===== src/rtl/mul_issue_sched.sv =====
// Issue scheduler and result sequencer for the shared iterative multiplier.
// Define MUL_OLDEST_FIRST_EN to pick the oldest ROB tag instead of round-robin.
module mul_issue_sched #(
    parameter int N_REQ = 4,
    parameter int ROB_W = 4
) (
    input  logic                       clk,
    input  logic                       reset,
    input  logic [N_REQ-1:0]           req_valid,
    input  logic [N_REQ-1:0][31:0]     req_A,
    input  logic [N_REQ-1:0][31:0]     req_B,
    input  logic [N_REQ-1:0][ROB_W-1:0] req_rob,
    input  logic [N_REQ-1:0]           req_mulh,
    output logic [N_REQ-1:0]           grant,
    input  logic [ROB_W-1:0]           rob_head,
    input  logic                       fu_ready,
    output logic                       fu_valid_in,
    output logic [31:0]                fu_A,
    output logic [31:0]                fu_B,
    output logic [ROB_W-1:0]           fu_rob,
    output logic                       fu_mulh,
    input  logic                       fu_valid_out,
    output logic                       fu_yumi,
    output logic                       cdb_req,
    input  logic                       cdb_gnt,
    input  logic                       flush,
    output logic                       busy
);
    // state    | meaning
    // IDLE     | no multiply in flight, may issue
    // ISSUED   | FU computing; result may retire in the cycle it appears
    // DONE     | result waiting for the CDB
    // DRAIN    | killed result being consumed without broadcast
    localparam int IDX_W = $clog2(N_REQ);
    localparam logic [1:0] S_IDLE   = 2'd0;
    localparam logic [1:0] S_ISSUED = 2'd1;
    localparam logic [1:0] S_DONE   = 2'd2;
    localparam logic [1:0] S_DRAIN  = 2'd3;

    logic [1:0]       state, state_nxt;
    logic             killed, killed_nxt;
    logic [IDX_W-1:0] win;
    logic             any_valid;
    logic             issue;

`ifdef MUL_OLDEST_FIRST_EN
    logic [ROB_W-1:0] best_age, age;

    // Strict less-than keeps the lower index on equal ages.
    always_comb begin
        win       = '0;
        any_valid = 1'b0;
        best_age  = '0;
        age       = '0;
        for (int k = 0; k < N_REQ; k++) begin
            age = req_rob[k] - rob_head;
            if (req_valid[k] && (!any_valid || age < best_age)) begin
                any_valid = 1'b1;
                best_age  = age;
                win       = IDX_W'(k);
            end
        end
    end
`else
    logic [IDX_W-1:0] ptr;
    logic [IDX_W:0]   cand;
    logic             unused_rob_head;

    assign unused_rob_head = ^rob_head;

    always_comb begin
        win       = '0;
        any_valid = 1'b0;
        cand      = '0;
        for (int k = 0; k < N_REQ; k++) begin
            cand = {1'b0, ptr} + (IDX_W+1)'(k);
            if (cand >= (IDX_W+1)'(N_REQ))
                cand = cand - (IDX_W+1)'(N_REQ);
            if (!any_valid && req_valid[cand[IDX_W-1:0]]) begin
                any_valid = 1'b1;
                win       = cand[IDX_W-1:0];
            end
        end
    end

    always_ff @(posedge clk) begin
        if (reset)
            ptr <= '0;
        else if (issue)
            ptr <= (win == IDX_W'(N_REQ-1)) ? '0 : win + 1'b1;
    end
`endif

    assign issue       = (state == S_IDLE) && any_valid && fu_ready && !flush;
    assign grant       = issue ? (N_REQ'(1) << win) : '0;
    assign fu_valid_in = issue;
    assign fu_A        = req_A[win];
    assign fu_B        = req_B[win];
    assign fu_rob      = req_rob[win];
    assign fu_mulh     = req_mulh[win];
    assign busy        = (state != S_IDLE);

    always_comb begin
        state_nxt  = state;
        killed_nxt = killed;
        cdb_req    = 1'b0;
        fu_yumi    = 1'b0;
        case (state)
            S_IDLE: begin
                if (issue) begin
                    state_nxt  = S_ISSUED;
                    killed_nxt = 1'b0;
                end
            end
            S_ISSUED: begin
                cdb_req = fu_valid_out & ~killed & ~flush;
                if (flush)
                    killed_nxt = 1'b1;
                // A killed result is consumed the cycle it appears, so the
                // next issue can follow immediately.
                if (fu_valid_out) begin
                    if (killed || flush) begin
                        fu_yumi   = 1'b1;
                        state_nxt = S_IDLE;
                    end else if (cdb_gnt) begin
                        fu_yumi   = 1'b1;
                        state_nxt = S_IDLE;
                    end else begin
                        state_nxt = S_DONE;
                    end
                end
            end
            S_DONE: begin
                cdb_req = fu_valid_out & ~flush;
                if (flush) begin
                    state_nxt = S_DRAIN;
                end else if (cdb_gnt) begin
                    fu_yumi   = 1'b1;
                    state_nxt = S_IDLE;
                end
            end
            S_DRAIN: begin
                fu_yumi   = 1'b1;
                state_nxt = S_IDLE;
            end
            default: state_nxt = S_IDLE;
        endcase
    end

    always_ff @(posedge clk) begin
        if (reset) begin
            state  <= S_IDLE;
            killed <= 1'b0;
        end else begin
            state  <= state_nxt;
            killed <= killed_nxt;
        end
    end
endmodule


===== config.mk =====
export PLATFORM = sky130hd
export DESIGN_NAME = mul_issue_sched
export DESIGN_NICKNAME = d
export VERILOG_FILES = /design/src/rtl/mul_issue_sched.sv
export SDC_FILE = /design/constraint.sdc
export NUM_CORES = 1
export LEC_CHECK = 0
export BUFFER_PORTS_ARGS = -buffer_cell sky130_fd_sc_hd__buf_2
export CORE_AREA = 3 3 142 144
export CTS_CLUSTER_DIAMETER = 80
export DETAILED_ROUTE_END_ITERATION = 16
export DIE_AREA = 0 0 145 147
export HOLD_SLACK_MARGIN = 0.02
export PLACE_DENSITY_LB_ADDON = 0.2
export REMOVE_ABC_BUFFERS = 1
export SETUP_SLACK_MARGIN = 0.05
export SYNTH_ARGS = -nofsm -noshare
export SYNTH_HDL_FRONTEND = slang
export SYNTH_SLANG_ARGS = --single-unit

===== constraint.sdc =====
create_clock -name clk -period 3.1 [get_ports clk]
set_input_delay 0.155 -clock clk [delete_from_list [all_inputs] [get_ports clk]]
set_output_delay 0.155 -clock clk [all_outputs]
set_load 0.005 [all_outputs]

==> flow_summary.html <==
<table>
<tr><th>Metric</th><th>Value</th></tr>
<tr><th colspan="2">Power and ir drop</th></tr>
<tr><td>Internal Dissipation</td><td>742.6 uW</td></tr>
<tr><td>Clock share of power</td><td>17.6%</td></tr>
<tr><td>Power density normalized to cell area</td><td>248.3 nW/um^2</td></tr>
<tr><td>Sequential share of power</td><td>6.2%</td></tr>
<tr><td>Net Switching</td><td>476.0 uW</td></tr>
<tr><td>Combinational Power Share</td><td>76.2%</td></tr>
<tr><td>Worst-case vdd ir drop</td><td>129.6 uV</td></tr>
<tr><td>Fraction of power spent switching nets</td><td>39.06%</td></tr>
<tr><td>Lkg Pwr</td><td>2.543 nW</td></tr>
<tr><td>Tot Pwr</td><td>1.219 mW</td></tr>
<tr><th colspan="2">STA</th></tr>
<tr><td>Slew Limit Headroom</td><td>52.76%</td></tr>
<tr><td>Least setup slack across all paths after layout</td><td>0.8011 ns</td></tr>
<tr><td>Final hold slack</td><td>0.1700 ns</td></tr>
<tr><td>Hold violation count in the final report</td><td>0</td></tr>
<tr><td>Fraction of the cycle the final worst path needs</td><td>74.16%</td></tr>
<tr><td>Peak clock frequency supported by timing</td><td>435.0 MHz</td></tr>
<tr><td>Final critical path time including I/O delays and setup</td><td>2.299 ns</td></tr>
<tr><td>Setup TNS</td><td>0 ns</td></tr>
<tr><td>Worst setup skew after layout</td><td>0.0004979 ns</td></tr>
<tr><td># setup viols final</td><td>0</td></tr>
<tr><td>Unrepaired setup endpoints after global routing</td><td>no</td></tr>
<tr><td>Number of slew-limit violations in the final report</td><td>0</td></tr>
<tr><td>Transition time of the tightest slew-check pin</td><td>0.7067 ns</td></tr>
<tr><th colspan="2">Floorplanning</th></tr>
<tr><td>Core Area</td><td>18830 um^2</td></tr>
<tr><td>Die height</td><td>147 um</td></tr>
<tr><td>Starting density of the core</td><td>14.53%</td></tr>
<tr><td>Row count</td><td>50</td></tr>
<tr><td>Die boundary width</td><td>145 um</td></tr>
<tr><td>Die Outline Area</td><td>21320 um^2</td></tr>
<tr><td># IOs</td><td>367</td></tr>
<tr><th colspan="2">Setup path</th></tr>
<tr><td>Worst r2r src</td><td>state[0]</td></tr>
<tr><td>Max stage delay on crit path</td><td>0.39 ns</td></tr>
<tr><td>Crit path max-delay family</td><td>multiplexers</td></tr>
<tr><td>Most Frequent Cell on Critical Path</td><td>sky130_fd_sc_hd__mux2i_1</td></tr>
<tr><td>Kind of start point of the critical path</td><td>register</td></tr>
<tr><td>Data required time at the worst endpoint</td><td>2.94 ns</td></tr>
<tr><td>Kind of critical path</td><td>reg2out</td></tr>
<tr><td>Number of cells on the worst reg-to-reg path</td><td>7</td></tr>
<tr><td>Signal arrival time at the worst endpoint</td><td>2.14 ns</td></tr>
<tr><td>Crit path cell chain</td><td>nor2b_1 -&gt; nor2_1 -&gt; a2bb2oi_4 -&gt; buf_12 -&gt; mux2i_1 -&gt; mux2i_1 -&gt; buf_2</td></tr>
<tr><td>Category of the worst setup path capture point</td><td>primary output</td></tr>
<tr><td>Buf+Inv Stages, Crit Path</td><td>2</td></tr>
<tr><td>Critical-path cell with the highest stage delay</td><td>sky130_fd_sc_hd__mux2i_1</td></tr>
<tr><td>Critical-path maximum fanout</td><td>70</td></tr>
<tr><td>Reg2Reg Setup Slack</td><td>1.21 ns</td></tr>
<tr><td>Endpoint of the worst-slack reg-to-reg timing path</td><td>ptr[0]</td></tr>
<tr><th colspan="2">Detailed routing</th></tr>
<tr><td>Overall via count from detail_route</td><td>3551</td></tr>
<tr><td>Post-DRT Antenna Nets</td><td>0</td></tr>
<tr><td>Drc violations</td><td>0</td></tr>
<tr><td>Iteration count of the initial detailed-routing pass</td><td>4</td></tr>
<tr><td>Initial DRC Count</td><td>53</td></tr>
<tr><td>WL per Instance</td><td>15.55 um</td></tr>
<tr><td>Final WL</td><td>14.07 mm</td></tr>
<tr><td>Average via count per standard cell</td><td>3.924</td></tr>
<tr><th colspan="2">Clocking</th></tr>
<tr><td>Number of buffers added to fix hold violations after cts</td><td>0</td></tr>
<tr><td>H-Tree Level Count</td><td>1</td></tr>
<tr><td>Clock Tree Root</td><td>sky130_fd_sc_hd__clkbuf_16</td></tr>
<tr><td>Insertion delay to the later sink of the worst-skew pair</td><td>0.23 ns</td></tr>
<tr><td>Clock edge transition at the registers on the reported setup and hold paths</td><td>0.03 ns</td></tr>
<tr><td>Count of clock tree sinks</td><td>5</td></tr>
<tr><td>Post-CTS resize count</td><td>0</td></tr>
<tr><td>CTS tree</td><td>yes</td></tr>
<tr><td>Num CTS Buffers</td><td>3</td></tr>
<tr><td>Setup bufs post-CTS</td><td>0</td></tr>
<tr><td>Clock tree buffer depth</td><td>2</td></tr>
<tr><th colspan="2">Hold path</th></tr>
<tr><td>Worst hold path depth</td><td>2</td></tr>
<tr><td>Min-Delay Startpoint</td><td>reset</td></tr>
<tr><td>Worst hold path class</td><td>in2reg</td></tr>
<tr><td>Endpoint of the worst hold-timing path</td><td>state[1]</td></tr>
<tr><th colspan="2">Layout</th></tr>
<tr><td>Register area</td><td>100.1 um^2</td></tr>
<tr><td>Area Growth Syn to Fin</td><td>79.33%</td></tr>
<tr><td>Utilization after layout</td><td>26.06%</td></tr>
<tr><td>Area used by multi-input combinational logic</td><td>2480 um^2</td></tr>
<tr><td>Final cell count without fillers</td><td>905</td></tr>
<tr><td>Fill cell count</td><td>2114</td></tr>
<tr><td>Area of all placed cells without fillers</td><td>4907 um^2</td></tr>
<tr><td>Nets@finish</td><td>943</td></tr>
<tr><td>Ratio of cells with drive above 1 in the final layout</td><td>58.01%</td></tr>
<tr><th colspan="2">Synthesis</th></tr>
<tr><td>Synth Flop Type</td><td>sky130_fd_sc_hd__dfxtp_1</td></tr>
<tr><td>Area share of the largest cell type after synthesis</td><td>76.09%</td></tr>
<tr><td>Most area-hungry cell type in the Yosys netlist</td><td>sky130_fd_sc_hd__mux2i_1</td></tr>
<tr><td>Cell count after synthesis</td><td>296</td></tr>
<tr><td>Synthesized area per cell</td><td>9.245 um^2</td></tr>
<tr><td>Leading cell types by total area after synthesis</td><td>sky130_fd_sc_hd__mux2i_1 76%, sky130_fd_sc_hd__buf_4 4.4%, sky130_fd_sc_hd__ha_1 4.1%</td></tr>
<tr><td>Yosys warning total</td><td>0</td></tr>
<tr><td>Proportion of synthesized flip-flops having asynchronous set or reset</td><td>0%</td></tr>
<tr><td>Area of the mapped netlist</td><td>2736 um^2</td></tr>
<tr><td>Flop and latch count out of synthesis</td><td>5</td></tr>
<tr><td>List of most frequent post-synthesis cells</td><td>208 x sky130_fd_sc_hd__mux2i_1, 16 x sky130_fd_sc_hd__buf_4, 9 x sky130_fd_sc_hd__ha_1</td></tr>
<tr><td>Most frequent cell after synthesis</td><td>sky130_fd_sc_hd__mux2i_1</td></tr>
<tr><td>Portion of the post-synthesis area used by sequential elements</td><td>3.658%</td></tr>
<tr><td>Number of synthesized flops with an enable pin</td><td>0</td></tr>
<tr><td>Number of distinct library cells after synthesis</td><td>25</td></tr>
<tr><th colspan="2">Placed design</th></tr>
<tr><td>Count of placed standard cells including taps</td><td>899</td></tr>
<tr><td># port buffers</td><td>362</td></tr>
<tr><td>Worst slack, placed</td><td>1.035 ns</td></tr>
<tr><td>DPL Wire Length</td><td>12.31 mm</td></tr>
<tr><td>Placer Congestion</td><td>0.7950</td></tr>
<tr><td>Placed instance area</td><td>4823 um^2</td></tr>
<tr><th colspan="2">Global routing</th></tr>
<tr><td>Overall track demand over capacity in global routing</td><td>12.07%</td></tr>
<tr><td>Number of global-route vias before repair</td><td>3623</td></tr>
<tr><td>Final global-route overflow total</td><td>0</td></tr>
<tr><td>Wire length of the first global-routing pass</td><td>20.60 mm</td></tr>
<tr><td>Antenna violations before repair</td><td>6</td></tr>
<tr><td>Maximum number of pins on one net before global-route repair</td><td>72</td></tr>
<tr><th colspan="2">Job</th></tr>
<tr><td>Number of max-cap violations</td><td>0</td></tr>
<tr><th colspan="2">Outcome</th></tr>
<tr><td>Status</td><td>finished, final reports clean</td></tr>
</table>
==> layout by cell type (no fill, tap or decap), drive strengths merged, types with 4 or more instances in the layout <==
| cell type | n |
|---|---|
| and2 | 4 |
| nor2 | 8 |
| clkbuf | 4 |
| a21oi | 5 |
| nand2 | 4 |
| mux2i | 208 |
| nor2b | 4 |
| dfxtp | 5 |
| ha | 9 |
| buf | 366 |
| inv | 7 |
==> cells by family after synthesis <==
family	synth area share (%)
and+or+nand+nor	5.898
AOI/OAI and AO/OA	3.612
DFF	3.658
adders and majority gates	4.115
buffers and inverters	6.630
muxes	76.09
==> final cells by class <==
class,count,share of cell area (%)
Antenna cell,2,0.1020
Inverter,7,0.5354
Clock buffer,4,1.606
Tap cell,260,6.629
Timing Repair Buffer,366,38.55
Multi-Input combinational cell,261,50.54
Sequential cell,5,2.040
==> state kept, by name, summed over array words and instances (netlist names) <==
register / flops
killed: 1
state: 2
ptr: 2
==> power groups by stage <==
stage / Combinational, mW / Sequential, mW / Clock [mW]
2_1_floorplan: 0.732 / 0.0743 / 0
3_3_place_gp: 0.946 / 0.0764 / 0
4_1_cts: 0.947 / 0.0753 / 0.221
5_1_grt: 1.03 / 0.0764 / 0.224
3_5_place_dp: 0.943 / 0.0761 / 0
6_report: 0.929 / 0.0752 / 0.215
==> worst max path at each step <==
stage | startpoint | end | slack (ns) | depth (start not counted)
after detailed placement | req_valid[0] | fu_B[5] | 1.03 | 8
after CTS | ptr[0] | fu_B[5] | 0.79 | 7
final | ptr[0] | fu_B[5] | 0.80 | 7
after floorplan | ptr[0] | ptr[1] | -9.15 | 6
after global routing | ptr[0] | fu_B[5] | 0.65 | 7
after global placement | ptr[0] | fu_B[5] | 1.0 | 7
==> metal layers <==
metal | vias to the layer above | GRT usage (%) | wire length, um
li1 | 1815 | - | -
met1 | 1538 | 13.49 | 5161
met2 | 177 | 23.10 | 7520
met3 | 17 | 3.547 | 1170
met4 | 4 | 1.805 | 184
met5 | - | 0 | 34
(Power assumes the default switching activity.)
